==> src/rtl/axi_xfer_pkg.sv <==
// Shared definitions for the AXI read-to-BRAM loader: protocol limits,
// beat sizing and the transfer controller state encoding.
package axi_xfer_pkg;

  localparam int AXI_4K_BYTES  = 4096;
  localparam int AXI_MAX_BURST = 256;

  typedef enum logic {
    IDLE,
    RUN
  } xfer_state_e;

  // ceil(bytes / 2**bpb_log2) without the overflow risk of adding bpb-1 first
  function automatic logic [63:0] beats_from_bytes(input logic [63:0] bytes,
                                                   input int unsigned bpb_log2);
    logic [63:0] mask;
    mask = (64'd1 << bpb_log2) - 64'd1;
    return (bytes >> bpb_log2) + 64'(|(bytes & mask));
  endfunction

endpackage

==> src/rtl/axi_axi2bram_if.sv <==
// AXI4 read-address and read-data channel subset used by the BRAM loader.
interface axi_axi2bram_if #(
  parameter int ADDR_WIDTH = 64,
  parameter int DATA_WIDTH = 128
);
  logic                  arvalid;
  logic                  arready;
  logic [ADDR_WIDTH-1:0] araddr;
  logic [7:0]            arlen;
  logic                  rvalid;
  logic                  rready;
  logic [DATA_WIDTH-1:0] rdata;
  logic                  rlast;

  modport master (
    output arvalid, araddr, arlen, rready,
    input  arready, rvalid, rdata, rlast
  );

  modport slave (
    input  arvalid, araddr, arlen, rready,
    output arready, rvalid, rdata, rlast
  );
endinterface

==> src/rtl/axi_axis2bram.sv <==
// Stream-to-BRAM writer: every accepted beat becomes one registered BRAM
// write at the next contiguous word address.
module axi_axis2bram #(
  parameter int XS              = 32,
  parameter int BRAM_ADDR_WIDTH = 32,
  parameter int DATA_WIDTH      = 128
) (
  input  logic                       clk,
  input  logic                       rst_n,
  input  logic                       clear,
  input  logic                       beat_valid,
  input  logic [DATA_WIDTH-1:0]      beat_data,
  input  logic [XS-1:0]              total_beats,
  output logic                       final_beat,
  output logic                       wren,
  output logic [BRAM_ADDR_WIDTH-1:0] wraddr,
  output logic [DATA_WIDTH-1:0]      wrdata
);

  logic [XS-1:0] beat_idx;

  assign final_beat = beat_valid && (beat_idx == total_beats - XS'(1));

  // NOTE: sequential state is assigned with <= so every flop samples the
  // pre-edge values; wrdata is a plain register, not a memory, so it is reset
  // to keep idle outputs at zero.
  always_ff @(posedge clk) begin
    if (!rst_n) begin
      beat_idx <= '0;
      wren     <= 1'b0;
      wraddr   <= '0;
      wrdata   <= '0;
    end else begin
      wren <= beat_valid;
      if (beat_valid) begin
        wraddr <= BRAM_ADDR_WIDTH'(beat_idx);
        wrdata <= beat_data;
      end
      if (clear)
        beat_idx <= '0;
      else if (beat_valid)
        beat_idx <= beat_idx + XS'(1);
    end
  end

endmodule

==> src/rtl/axi_axi2bram.sv <==
// AXI4 read master that copies a contiguous byte region into a BRAM, issuing
// 4 KB-safe bursts with a bounded number in flight.
module axi_axi2bram
  import axi_xfer_pkg::*;
#(
  parameter int AXI_ADDR_WIDTH      = 64,
  parameter int AXI_DATA_WIDTH      = 128,
  parameter int AXI_XFER_SIZE_WIDTH = 32,
  parameter int BRAM_ADDR_WIDTH     = 32,
  parameter int BRAM_DATA_WIDTH     = 128,
  parameter int MAX_BURST_LEN       = 64,
  parameter int MAX_OUTSTANDING     = 16
) (
  input  logic                           clk,
  input  logic                           rst_n,
  input  logic                           i_a2b_start,
  output logic                           o_a2b_done,
  input  logic [AXI_ADDR_WIDTH-1:0]      i_a2b_data_addr,
  input  logic [AXI_XFER_SIZE_WIDTH-1:0] i_a2b_data_size_bytes,
  axi_axi2bram_if.master                 m_axi,
  output logic [BRAM_ADDR_WIDTH-1:0]     o_a2b_wraddr,
  output logic [BRAM_DATA_WIDTH-1:0]     o_a2b_wrdata,
  output logic                           o_a2b_wren
);

  localparam int XS        = AXI_XFER_SIZE_WIDTH;
  localparam int BPB       = AXI_DATA_WIDTH / 8;
  localparam int BPB_LOG2  = $clog2(BPB);
  localparam int BURST_CAP = (MAX_BURST_LEN < AXI_MAX_BURST) ? MAX_BURST_LEN : AXI_MAX_BURST;
  localparam int CNT_W     = $clog2(MAX_OUTSTANDING + 1);

  xfer_state_e state, state_next;

  logic [AXI_ADDR_WIDTH-1:0] addr_q, cur_addr;
  logic [XS-1:0]             left_q, total_q, cur_left, start_beats, burst_len, page_beats;
  logic [CNT_W-1:0]          out_q;
  logic [12:0]               page_room;
  logic                      start_go, start_zero, issue, done_next;
  logic                      ar_hs, r_hs, rlast_hs, final_beat;

  assign start_beats = XS'(beats_from_bytes(64'(i_a2b_data_size_bytes), BPB_LOG2));
  assign start_go    = (state == IDLE) && i_a2b_start && (i_a2b_data_size_bytes != '0);
  assign start_zero  = (state == IDLE) && i_a2b_start && (i_a2b_data_size_bytes == '0);
  assign ar_hs       = m_axi.arvalid && m_axi.arready;
  assign r_hs        = m_axi.rvalid && m_axi.rready;
  assign rlast_hs    = r_hs && m_axi.rlast;
  assign m_axi.rready = (state == RUN);

  // The first burst is sized from the start inputs so arvalid rises the cycle
  // after start; later bursts come from the running address and beat count.
  // NOTE: every always_comb output gets a default first so no path can leave
  // it unassigned and infer a latch.
  always_comb begin
    cur_addr = addr_q;
    cur_left = left_q;
    issue    = 1'b0;
    if (state == IDLE) begin
      cur_addr = i_a2b_data_addr;
      cur_left = start_beats;
      issue    = start_go;
    end else begin
      issue = (!m_axi.arvalid || m_axi.arready) && (left_q != '0) &&
              (out_q < CNT_W'(MAX_OUTSTANDING));
    end
    page_room  = 13'(AXI_4K_BYTES) - {1'b0, cur_addr[11:0]};
    page_beats = XS'(page_room >> BPB_LOG2);
    burst_len  = cur_left;
    if (burst_len > XS'(BURST_CAP)) burst_len = XS'(BURST_CAP);
    if (burst_len > page_beats)     burst_len = page_beats;
  end

  always_comb begin
    state_next = state;
    done_next  = 1'b0;
    case (state)
      IDLE: begin
        if (start_go) state_next = RUN;
        done_next = start_zero;
      end
      RUN: begin
        if (final_beat) state_next = IDLE;
        done_next = final_beat;
      end
      default: state_next = IDLE;
    endcase
  end

  always_ff @(posedge clk) begin
    if (!rst_n) state <= IDLE;
    else        state <= state_next;
  end

  // A burst counts as outstanding from the moment it is presented; since only
  // one burst is ever presented at a time this equals the handshaken count
  // seen at the next issue decision.
  always_ff @(posedge clk) begin
    if (!rst_n) begin
      m_axi.arvalid <= 1'b0;
      m_axi.araddr  <= '0;
      m_axi.arlen   <= '0;
      addr_q        <= '0;
      left_q        <= '0;
      total_q       <= '0;
      out_q         <= '0;
      o_a2b_done    <= 1'b0;
    end else begin
      o_a2b_done <= done_next;
      if (start_go) total_q <= start_beats;
      if (issue) begin
        m_axi.arvalid <= 1'b1;
        m_axi.araddr  <= cur_addr;
        m_axi.arlen   <= 8'(burst_len - XS'(1));
        addr_q        <= cur_addr + (AXI_ADDR_WIDTH'(burst_len) << BPB_LOG2);
        left_q        <= cur_left - burst_len;
      end else if (ar_hs) begin
        m_axi.arvalid <= 1'b0;
      end
      if (start_go)
        out_q <= CNT_W'(1);
      else
        out_q <= out_q + CNT_W'(issue) - CNT_W'(rlast_hs);
    end
  end

  axi_axis2bram #(
    .XS              (XS),
    .BRAM_ADDR_WIDTH (BRAM_ADDR_WIDTH),
    .DATA_WIDTH      (BRAM_DATA_WIDTH)
  ) u_writer (
    .clk         (clk),
    .rst_n       (rst_n),
    .clear       (start_go),
    .beat_valid  (r_hs),
    .beat_data   (m_axi.rdata),
    .total_beats (total_q),
    .final_beat  (final_beat),
    .wren        (o_a2b_wren),
    .wraddr      (o_a2b_wraddr),
    .wrdata      (o_a2b_wrdata)
  );

endmodule
==> src/flat_wrapper.sv <==
// flat-port wrapper written by rule: the top's interface ports become plain ports
module axi_axi2bram_flat import axi_xfer_pkg::*;
#(
  parameter int AXI_ADDR_WIDTH      = 64,
  parameter int AXI_DATA_WIDTH      = 128,
  parameter int AXI_XFER_SIZE_WIDTH = 32,
  parameter int BRAM_ADDR_WIDTH     = 32,
  parameter int BRAM_DATA_WIDTH     = 128,
  parameter int MAX_BURST_LEN       = 64,
  parameter int MAX_OUTSTANDING     = 16
)
  (clk, rst_n, i_a2b_start, o_a2b_done, i_a2b_data_addr, i_a2b_data_size_bytes, o_a2b_wraddr, o_a2b_wrdata, o_a2b_wren, m_axi_arvalid, m_axi_araddr, m_axi_arlen, m_axi_rready, m_axi_arready, m_axi_rvalid, m_axi_rdata, m_axi_rlast);
  axi_axi2bram_if m_axi_i ();
  input  logic clk;
  input  logic rst_n;
  input  logic i_a2b_start;
  output logic o_a2b_done;
  input  logic [AXI_ADDR_WIDTH-1:0] i_a2b_data_addr;
  input  logic [AXI_XFER_SIZE_WIDTH-1:0] i_a2b_data_size_bytes;
  output logic [BRAM_ADDR_WIDTH-1:0] o_a2b_wraddr;
  output logic [BRAM_DATA_WIDTH-1:0] o_a2b_wrdata;
  output logic o_a2b_wren;
  output wire logic [$bits(m_axi_i.arvalid)-1:0] m_axi_arvalid;
  output wire logic [$bits(m_axi_i.araddr)-1:0] m_axi_araddr;
  output wire logic [$bits(m_axi_i.arlen)-1:0] m_axi_arlen;
  output wire logic [$bits(m_axi_i.rready)-1:0] m_axi_rready;
  input wire logic [$bits(m_axi_i.arready)-1:0] m_axi_arready;
  input wire logic [$bits(m_axi_i.rvalid)-1:0] m_axi_rvalid;
  input wire logic [$bits(m_axi_i.rdata)-1:0] m_axi_rdata;
  input wire logic [$bits(m_axi_i.rlast)-1:0] m_axi_rlast;
  assign m_axi_arvalid = m_axi_i.arvalid;
  assign m_axi_araddr = m_axi_i.araddr;
  assign m_axi_arlen = m_axi_i.arlen;
  assign m_axi_rready = m_axi_i.rready;
  assign m_axi_i.arready = m_axi_arready;
  assign m_axi_i.rvalid = m_axi_rvalid;
  assign m_axi_i.rdata = m_axi_rdata;
  assign m_axi_i.rlast = m_axi_rlast;
  axi_axi2bram #(.AXI_ADDR_WIDTH(AXI_ADDR_WIDTH), .AXI_DATA_WIDTH(AXI_DATA_WIDTH), .AXI_XFER_SIZE_WIDTH(AXI_XFER_SIZE_WIDTH), .BRAM_ADDR_WIDTH(BRAM_ADDR_WIDTH), .BRAM_DATA_WIDTH(BRAM_DATA_WIDTH), .MAX_BURST_LEN(MAX_BURST_LEN), .MAX_OUTSTANDING(MAX_OUTSTANDING)) u_core (.clk(clk), .rst_n(rst_n), .i_a2b_start(i_a2b_start), .o_a2b_done(o_a2b_done), .i_a2b_data_addr(i_a2b_data_addr), .i_a2b_data_size_bytes(i_a2b_data_size_bytes), .m_axi(m_axi_i), .o_a2b_wraddr(o_a2b_wraddr), .o_a2b_wrdata(o_a2b_wrdata), .o_a2b_wren(o_a2b_wren));
endmodule
==> config.mk <==
export PLATFORM = sky130hd
export DESIGN_NAME = axi_axi2bram_flat
export DESIGN_NICKNAME = d
export VERILOG_FILES = /design/src/rtl/axi_xfer_pkg.sv /design/src/rtl/axi_axi2bram_if.sv /design/src/rtl/axi_axis2bram.sv /design/src/rtl/axi_axi2bram.sv /design/src/flat_wrapper.sv
export SDC_FILE = /design/constraint.sdc
export NUM_CORES = 1
export LEC_CHECK = 0
export CORE_MARGIN = 4
export CORE_UTILIZATION = 52
export CTS_CLUSTER_DIAMETER = 80
export DETAILED_ROUTE_END_ITERATION = 16
export PLACE_DENSITY = 0.81
export SETUP_SLACK_MARGIN = 0.1
export SLEW_MARGIN = 20
export SYNTH_ARGS = -nofsm -noshare
export SYNTH_HDL_FRONTEND = slang
export SYNTH_HIERARCHICAL = 1
export SYNTH_SLANG_ARGS = --single-unit
==> constraint.sdc <==
create_clock -name clk -period 12.22 [get_ports clk]
set_clock_uncertainty 0.2 [all_clocks]
set_input_delay 3.666 -clock clk [delete_from_list [all_inputs] [get_ports clk]]
set_output_delay 3.666 -clock clk [all_outputs]
set_load 0.01 [all_outputs]
* Word level (Yosys, flattened, before mapping)
Index checks and enable logic that the tools add are counted.
** Word-level totals
- Register bits after elaboration :: 401
- Input port bits :: 230
- Output and inout port bits :: 236
- Word-level logic and storage cells :: 58
** Operators by class
- Add/subtract/negate cells :: 9
- $lt $le $gt $ge :: 3
- Equal/unequal tests :: 1
- Mux-type cells :: 12
- Bitwise operators :: 2
- Reductions and logical operators :: 17
** Operators with widths (number)
- two-way mux 32 bit :: 3
- adder 64 x 36 -> 64 bit :: 1
- two-way mux 64 bit :: 1
- nonzero test 32 bit :: 2
- adder 32 x 1 -> 32 bit (second input constant) :: 1
- == test 32 bit :: 1
- greater-than comparator 32 x 7 -> 1 bit (second input constant) :: 1
- greater-than comparator 32 x 9 -> 1 bit :: 1
- logical NOT 32 bit :: 1
- subtractor 32 x 1 -> 32 bit (second input constant) :: 1
- subtractor 32 bit :: 1
- adder 28 x 1 -> 29 bit :: 1
- subtractor 13 x 12 -> 13 bit (first input constant) :: 1
- logical AND 1 bit :: 9
- subtractor 8 x 1 -> 8 bit (second input constant) :: 1
- two-way mux 1 bit :: 6
- adder 5 x 1 -> 5 bit :: 1
- less-than comparator 5 bit (second input constant) :: 1
- subtractor 5 x 1 -> 5 bit :: 1
- one-hot mux 1 bit (2 select lines) :: 2
- OR reduction 4 bit :: 1
- NOT 1 bit :: 2
- nonzero test 2 bit :: 1
- OR reduction 2 bit :: 1
- 2 further kinds :: 2

* Logic depth before layout (Yosys ltp)
Gate-level depths: netlist of run 1.
- Word-level depth :: 8
- Depth in mapped cells :: 37
- Depth with buffers taken out :: 35

* Hierarchy
Netlist of run 1, hierarchy kept.
** Modules (own cells, without submodules)
- axi_axi2bram :: instances 1, cells each 1816, area each 14018.4 um^2, seq. area each 4023.9 um^2
- axi_axis2bram :: instances 1, cells each 834, area each 8475.6 um^2, seq. area each 3863.7 um^2

* Worst setup path after synthesis of run 1
No wires, ideal clock.
- Path type :: input-to-reg
- Start point :: input port i_a2b_data_size_bytes[0]
- End point :: register u_core.addr_q[62]
- Data arrival time :: 11070 ps
- Path slack :: 876 ps
- Stages on the path :: 36
- Path buffers :: 3
- Path through :: or4_1 > ha_1 > ha_1 > nand3_2 > or4_1 > buf_2 > nor3_1 > mux2_2 > a211o_1 > a2111oi_4 > nand2_1 > nor2_1 > ha_1 > nor2b_1 > o21a_1 > o21a_1 > o21ai_0 > a211o_1 > nand2_1 > clkbuf_1 > o31a_1 > inv_1 > ha_1 > inv_1 > fa_1 > nor2b_1 > o31ai_1 > a21oi_1 > o21ai_0 > a21oi_1 > o22ai_1 > o31ai_1 > clkbuf_1 > nand2_1 > or3_1 > a31oi_1
** On the way
- Cells in the longest elaborated chain, start to end :: 8
- Elaborated cells on any way between the ends :: 11
- Those cells by class :: add/sub (2); order compare (2); mux (4); reduce/logical (3)
** Ends and longest elaborated chain
- start: declaration :: RTL line flat_wrapper.sv:19 : input logic [AXI_XFER_SIZE_WIDTH-1:0] i_a2b_data_size_bytes;
- OR reduction 4 bit :: RTL line axi_xfer_pkg.sv:18 : return (bytes >> bpb_log2) + 64'(|(bytes & mask));
- adder 28 x 1 -> 29 bit :: RTL line axi_xfer_pkg.sv:18
- two-way mux 32 bit :: RTL line axi_axi2bram.sv:57 : if (state == IDLE) begin
- greater-than comparator 32 x 7 -> 1 bit :: RTL line axi_axi2bram.sv:68 : if (burst_len > XS'(BURST_CAP)) burst_len = XS'(BURST_CAP);
- two-way mux 32 bit :: RTL line axi_axi2bram.sv:68
- greater-than comparator 32 x 9 -> 1 bit :: RTL line axi_axi2bram.sv:69 : if (burst_len > page_beats) burst_len = page_beats;
- two-way mux 32 bit :: RTL line axi_axi2bram.sv:69
- adder 64 x 36 -> 64 bit :: RTL line axi_axi2bram.sv:113 : addr_q <= cur_addr + (AXI_ADDR_WIDTH'(burst_len) << BPB_LOG2);
- end signal: assignment :: RTL line axi_axi2bram.sv:113
- end: declaration :: RTL line axi_axi2bram.sv:34 : logic [AXI_ADDR_WIDTH-1:0] addr_q, cur_addr;
Several ways; a longest one is shown, not always the timed one.
A chain may end at the register's enable or synchronous reset.

* Final worst setup path of run 1
- Start point :: input port i_a2b_data_size_bytes[0]
- End point :: register u_core.addr_q[38]
The elaborated chain is that of the path after synthesis.

==> impl_metrics.env, run 1 <==
export IMPL_hold_violations=0
export IMPL_cts_resized_gates=0
export IMPL_yosys_area_top_type="dfxtp_1"
export IMPL_ir_drop_mv=0.106
export IMPL_arrival_ps=11840
export IMPL_power_density_nw_per_um2=139
export IMPL_status="completed"
export IMPL_r2r_cells=31
export IMPL_worstPathRequired_ps=12520
export IMPL_synth_seq_cells=394
export IMPL_synthToLayoutAreaGrowth_pct=30.1
export IMPL_grt_start_max_net_pins=112
export IMPL_synthArstFlopShare=0
export IMPL_clock_tree_root_cell="clkbuf_16"
export IMPL_rsz0062_at_grt="no"
export IMPL_setup_viol=0
export IMPL_setup_worst_path_class="in -> reg"
export IMPL_cts_tree="yes"
export IMPL_cts_reportedPaths_clkPinSlew_ps=60
export IMPL_cp_max_fo=11
export IMPL_min_delay_path_class="reg -> reg"
export IMPL_hold_depth=2
export IMPL_cp_slowest_cell="or4_1"
export IMPL_ys_seq_area_frac=0.351
export IMPL_finalSetupTns_ps=0
export IMPL_synth_warnings=6
export IMPL_syn_inst=2650
export IMPL_clock_path_buffers=3
export IMPL_initial_utilization=0.532
export IMPL_overflow=0
export IMPL_dpl_hpwl_um=56100
export IMPL_max_slew_margin=0.202
export IMPL_gp_congestion=0.935
export IMPL_die_height_um=216
export IMPL_drive_above_1_share=0.0642
export IMPL_cts_sinks=394
export IMPL_regToRegEndpoint="u_core/addr_q[44]"
export IMPL_routed_wl_um=75200
export IMPL_core_um2=42300
export IMPL_dieArea_um2=46600
export IMPL_grt_pass1_wl_um=117000
export IMPL_cpMostUsedCell="ha_1"
export IMPL_synth_top_area_frac=0.351
export IMPL_utilization=0.691
export IMPL_cts_setup_buffers=0
export IMPL_fin_crit_ps=11540
export IMPL_synth_ff_type="dfxtp_1"
export IMPL_power_leakage_nw=10.8
export IMPL_synth_cell_area_um2=22500
export IMPL_drv_cap=0
export IMPL_die_x_um=216
export IMPL_reg2reg_from="u_core/m_axi.rready"
export IMPL_grt_pass1_vias=21100
export IMPL_min_to="u_core/addr_q[24]"
export IMPL_synth_most_common_cell="dfxtp_1"
export IMPL_antenna_found_initial=8
export IMPL_max_stage_delay_ps=600
export IMPL_cts_buffers_inserted=44
export IMPL_max_freq_mhz=86.6
export IMPL_ys_top_cells_by_area="dfxtp_1, mux2i_1, nor2b_1, ha_1, nand2_1"
export IMPL_hold_buffers=0
export IMPL_drt_iter0_drc=1833
export IMPL_endpoint_kind="flop"
export IMPL_wire_per_inst_um=20.4
export IMPL_fin_nets=3396
export IMPL_synthDistinctLibCells=91
export IMPL_postRouteAntennaNets=0
export IMPL_start_kind="primary input"
export IMPL_hold_path_startpoint="u_core/addr_q[24]"
export IMPL_tightest_slew_ps=1190
export IMPL_firstDrtPassIters=5
export IMPL_synth_edf_count=0
export IMPL_grt_usage=0.308
export IMPL_synthTopCellsByCount="dfxtp_1, nand2_1, nor2_1"
export IMPL_period_share=0.944
export IMPL_port_buffers=465
export IMPL_htree_levels=2
export IMPL_reg2reg_slack_ps=3660
export IMPL_rows=75
export IMPL_num_vias=21500
export IMPL_worstSkewPairLatency_ps=590
export IMPL_post_synth_cell_area_avg_um2=8.49
export IMPL_drc_errors=0
export IMPL_slew_violations=0
export IMPL_top_level_ports=466
export IMPL_via_per_inst=5.82
[cells by family (layout without fill, tap and decap cells)]
| logic type | Yosys count | after routing | synth area share |
|---|---|---|---|
| simple gates | 1033 | 1033 | 0.238 |
| mux | 244 | 244 | 0.111 |
| compound gates | 506 | 506 | 0.151 |
| other cells | 2 | 54 | 0.000334 |
| xor+xnor | 154 | 154 | 0.0600 |
| buf+inv | 232 | 648 | 0.0408 |
| flops | 394 | 394 | 0.351 |
| fa+ha+maj | 85 | 85 | 0.0483 |
[critical path, delay by kind of cell]
| kind | cells | cell delay (ps) |
|---|---|---|
| simple gates | 11 | 2330 |
| fa+ha+maj | 5 | 1280 |
| buf+inv | 6 | 1170 |
| compound gates | 16 | 3390 |
[worst max path at each step]
stage / slack, ps / from / depth (start not counted) / to
global placement: 360 / i_a2b_data_size_bytes[0] / 37 / u_core/addr_q[38]
detailed placement: 270 / i_a2b_data_size_bytes[0] / 38 / u_core/addr_q[38]
floorplan: 880 / i_a2b_data_size_bytes[0] / 36 / u_core/addr_q[62]
global route: 190 / i_a2b_data_size_bytes[0] / 37 / u_core/addr_q[44]
CTS: 840 / i_a2b_data_size_bytes[0] / 37 / u_core/addr_q[38]
finish: 680 / i_a2b_data_size_bytes[0] / 38 / u_core/addr_q[38]
[flip-flops by register name, summed over array words and instances, names as in the netlist, 5 cells and up]
signal	cells
u_core/u_writer/wrdata	128
u_core/total_q	29
u_core/u_writer/beat_idx	32
u_core/out_q	5
u_core/addr_q	60
u_core/m_axi.araddr	64
u_core/m_axi.arlen	8
u_core/u_writer/wraddr	32
u_core/left_q	32
[per-stage QoR]
stage	cell area, um^2	instances	hold slack [ps]	setup WS (ps)	power [mW]
floorplan	22700	2700	228	876	2.23
global placement	27700	3612	239	360	2.60
detailed placement	27700	3612	244	267	2.63
CTS	29200	3693	252	842	4.06
global route	29300	3695	269	190	4.25
finish	29300	3695	253	679	4.05
[cell type report]
type                            instances  area (um^2)
Timing Repair Buffer                  499         4910
Multi-Input combinational cell       2074        13900
Fill cell                            3382        13100
Inverter                               68          259
Clock buffer                           57         1230
Tap cell                              577          722
Clock inverter                         24          350
Antenna cell                            2         5.00
Sequential cell                       394         7890
[placed cells by master, fill, tap and decap left out, types with 8 or more instances in the layout]
master           Yosys  routed
nand4_1             44      44
nor2b_1            197     197
clkbuf_8             0       8
or3_1               22      22
o31ai_1             15      15
a21o_1              31      31
o2111ai_1            8       8
mux2i_1            202     202
o211ai_1            17      17
nand2b_1            21      20
nand3b_1            12      12
o21bai_1            12      12
o21ai_0             73      73
a211oi_1            58      58
or2_2               14      13
nand3_1             76      76
nor3_1              56      56
and3_1              17      17
nand2_1            234     234
o31a_1              11      11
or4_1               14      14
buf_4                4      35
ha_1                82      82
clkbuf_16            0      44
o21a_1              21      21
xor2_1              64      64
and2_1              14      13
mux2_2              41      41
xnor2_1             90      90
inv_1               67      65
conb_1               2      52
a31oi_1             28      28
a21oi_1            154     154
clkdlybuf4s50_1      0     464
nor4_1              48      48
nor2_1             219     219
and4_1               9       9
dfxtp_1            394     393
[per-layer routing]
layer | share of wire | global-route usage | vias up
met5 | 0.00076 | 0 | -
met4 | 0.053 | 0.149 | 10
li1 | - | - | 10300
met2 | 0.48 | 0.525 | 812
met3 | 0.070 | 0.0707 | 221
met1 | 0.40 | 0.366 | 10200
[power breakdown]
part	total (mW)	switching, mW	internal [mW]
registers	1.50	0.0933	1.40
clock network	1.43	0.565	0.866
logic	1.13	0.623	0.506
total	4.05	1.28	2.77
No activity file was read; power rests on OpenSTA's default activity.
==> run 2, diff against run 1 <==
--- a/config.mk
+++ b/config.mk
@@ -8,10 +8,10 @@
 export CORE_MARGIN = 4
 export CORE_UTILIZATION = 52
 export CTS_CLUSTER_DIAMETER = 80
+export CTS_CLUSTER_SIZE = 30
 export DETAILED_ROUTE_END_ITERATION = 16
 export PLACE_DENSITY = 0.81
 export SETUP_SLACK_MARGIN = 0.1
-export SLEW_MARGIN = 20
 export SYNTH_ARGS = -nofsm -noshare
 export SYNTH_HDL_FRONTEND = slang
 export SYNTH_HIERARCHICAL = 1
==> impl_metrics.env, run 2 (synthesized netlist as in run 1, its figures left out) <==
export IMPL_startpoint="i_a2b_data_size_bytes[0]"
export IMPL_dieArea_um2=46600
export IMPL_cts_sinks=394
export IMPL_port_buffers=465
export IMPL_cts_setup_buffers=0
export IMPL_synthToLayoutAreaGrowth_pct=27.2
export IMPL_r2r_cells=28
export IMPL_pre_cts_ws_ps=267
export IMPL_finalNonFillerCells=3659
export IMPL_final_fill_count=3468
export IMPL_initial_utilization=0.532
export IMPL_clock_path_buffers=3
export IMPL_worstSkewPairLatency_ps=580
export IMPL_htree_levels=1
export IMPL_worstPathRequired_ps=12470
export IMPL_grt_pass1_vias=20800
export IMPL_overflow=0
export IMPL_start_kind="primary input"
export IMPL_num_vias=21400
export IMPL_min_delay_path_class="reg -> reg"
export IMPL_reg2reg_from="u_core/m_axi.rready"
export IMPL_dp_cells=3612
export IMPL_period_share=0.942
export IMPL_use_met3=0.0550
export IMPL_power_density_nw_per_um2=126
export IMPL_max_slew_margin=0.191
export IMPL_top_register="u_core/u_writer/wrdata"
export IMPL_drc_errors=0
export IMPL_core_um2=42300
export IMPL_rsz0062_at_grt="no"
export IMPL_status="completed"
export IMPL_power_leakage_nw=10.5
export IMPL_use_met2=0.526
export IMPL_drive_above_1_share=0.0545
export IMPL_clock_tree_root_cell="clkbuf_16"
export IMPL_drt_iter0_drc=1741
export IMPL_arrival_ps=11770
export IMPL_cts_tree="yes"
export IMPL_die_height_um=216
export IMPL_setup_worst_path_class="in -> reg"
export IMPL_endpoint_kind="flop"
export IMPL_max_stage_delay_ps=600
export IMPL_cts_reportedPaths_clkPinSlew_ps=90
export IMPL_grt_start_max_net_pins=112
export IMPL_postRouteAntennaNets=0
export IMPL_biggestRegsByFlops="u_core/u_writer/wrdata (128), u_core/m_axi.araddr (64), u_core/addr_q (60)"
export IMPL_via_per_inst=5.85
export IMPL_antenna_found_initial=6
export IMPL_finalSetupTns_ps=0
export IMPL_grt_usage=0.300
export IMPL_die_x_um=216
export IMPL_dpl_hpwl_um=56100
export IMPL_hold_violations=0
export IMPL_regToRegEndpoint="u_core/addr_q[48]"
export IMPL_max_freq_mhz=86.8
export IMPL_routed_wl_um=74100
export IMPL_cp_max_fo=11
export IMPL_firstDrtPassIters=6
export IMPL_setup_viol=0
export IMPL_gp_congestion=0.935
export IMPL_top_level_ports=466
export IMPL_cp_slowest_cell="or4_1"
export IMPL_rows=75
export IMPL_drv_cap=0
export IMPL_critPathCapture="u_core/addr_q[48]"
export IMPL_tightest_slew_ps=1210
export IMPL_setup_ws_ps=705
export IMPL_mostFrequentLayoutCells="clkdlybuf4s50_1, dfxtp_1, nand2_1, nor2_1, mux2i_1"
export IMPL_ir_drop_mv=0.0985
export IMPL_final_common_cell="clkdlybuf4s50_1"
export IMPL_grt_pass1_wl_um=115000
export IMPL_cts_buffers_inserted=25
export IMPL_largest_reg_flops=128
export IMPL_slew_violations=0
export IMPL_cts_resized_gates=0
export IMPL_fin_crit_ps=11520
export IMPL_fin_nets=3377
export IMPL_reg2reg_slack_ps=3690
export IMPL_grt_busiest_layer="met2"
export IMPL_hold_buffers=0
export IMPL_use_met1=0.367
export IMPL_wire_per_inst_um=20.2
## run 2: routing by layer
layer / vias up / share of wire / wire length [um]
met4: 8 / 0.042 / 3130
met2: 859 / 0.48 / 35800
met5: - / 0.00055 / 41
li1: 10200 / - / -
met3: 178 / 0.070 / 5180
met1: 10200 / 0.40 / 29900
## run 2: where the power goes
part	internal, mW	leakage, nW	switching, mW	total, mW
clock network	0.433	0.456	0.553	0.986
registers	1.40	3.23	0.0928	1.49
logic	0.506	6.84	0.622	1.13
## run 2: stage by stage
| step | power [mW] | hold WS, ps | cell area [um^2] | util |
|---|---|---|---|---|
| 5_1_grt | 3.79 | 278 | 28600 | 0.676 |
| 2_1_floorplan | 2.23 | 228 | 22700 | - |
| 4_1_cts | 3.61 | 259 | 28600 | 0.676 |
| 6_report | 3.61 | 260 | 28600 | 0.676 |
| 3_5_place_dp | 2.63 | 244 | 27700 | 0.654 |
| 3_3_place_gp | 2.60 | 239 | 27700 | 0.654 |
## run 2: how the worst min path moves through the flow
stage / startpoint / to / cells after the start
final: u_core/addr_q[17] / u_core/addr_q[17] / 2
after global routing: u_core/addr_q[13] / u_core/addr_q[13] / 2
after CTS: u_core/addr_q[24] / u_core/addr_q[24] / 2
after detailed placement: u_core/addr_q[24] / u_core/addr_q[24] / 2
after global placement: u_core/addr_q[17] / u_core/addr_q[17] / 2
after floorplan: u_core/addr_q[12] / u_core/addr_q[12] / 2
## run 2: final cells by class
type                            instances  area, um^2  area share
Antenna cell                            2        5.00    0.000175
Clock buffer                           26         639      0.0223
Clock inverter                         19         302      0.0105
Sequential cell                       394        7890       0.276
Inverter                               68         259     0.00905
Timing Repair Buffer                  499        4910       0.172
Multi-Input combinational cell       2074       13900       0.485
Tap cell                              577         722      0.0252
## run 2: critical path, delay by kind of cell
| family | cells | cell delay, ps |
|---|---|---|
| buffers and inverters | 3 | 750 |
| multiplexers | 1 | 140 |
| adder cells (fa/ha/maj) | 4 | 1140 |
| AND/OR/NAND/NOR | 10 | 2450 |
| AO/OA/AOI/OAI | 16 | 3570 |
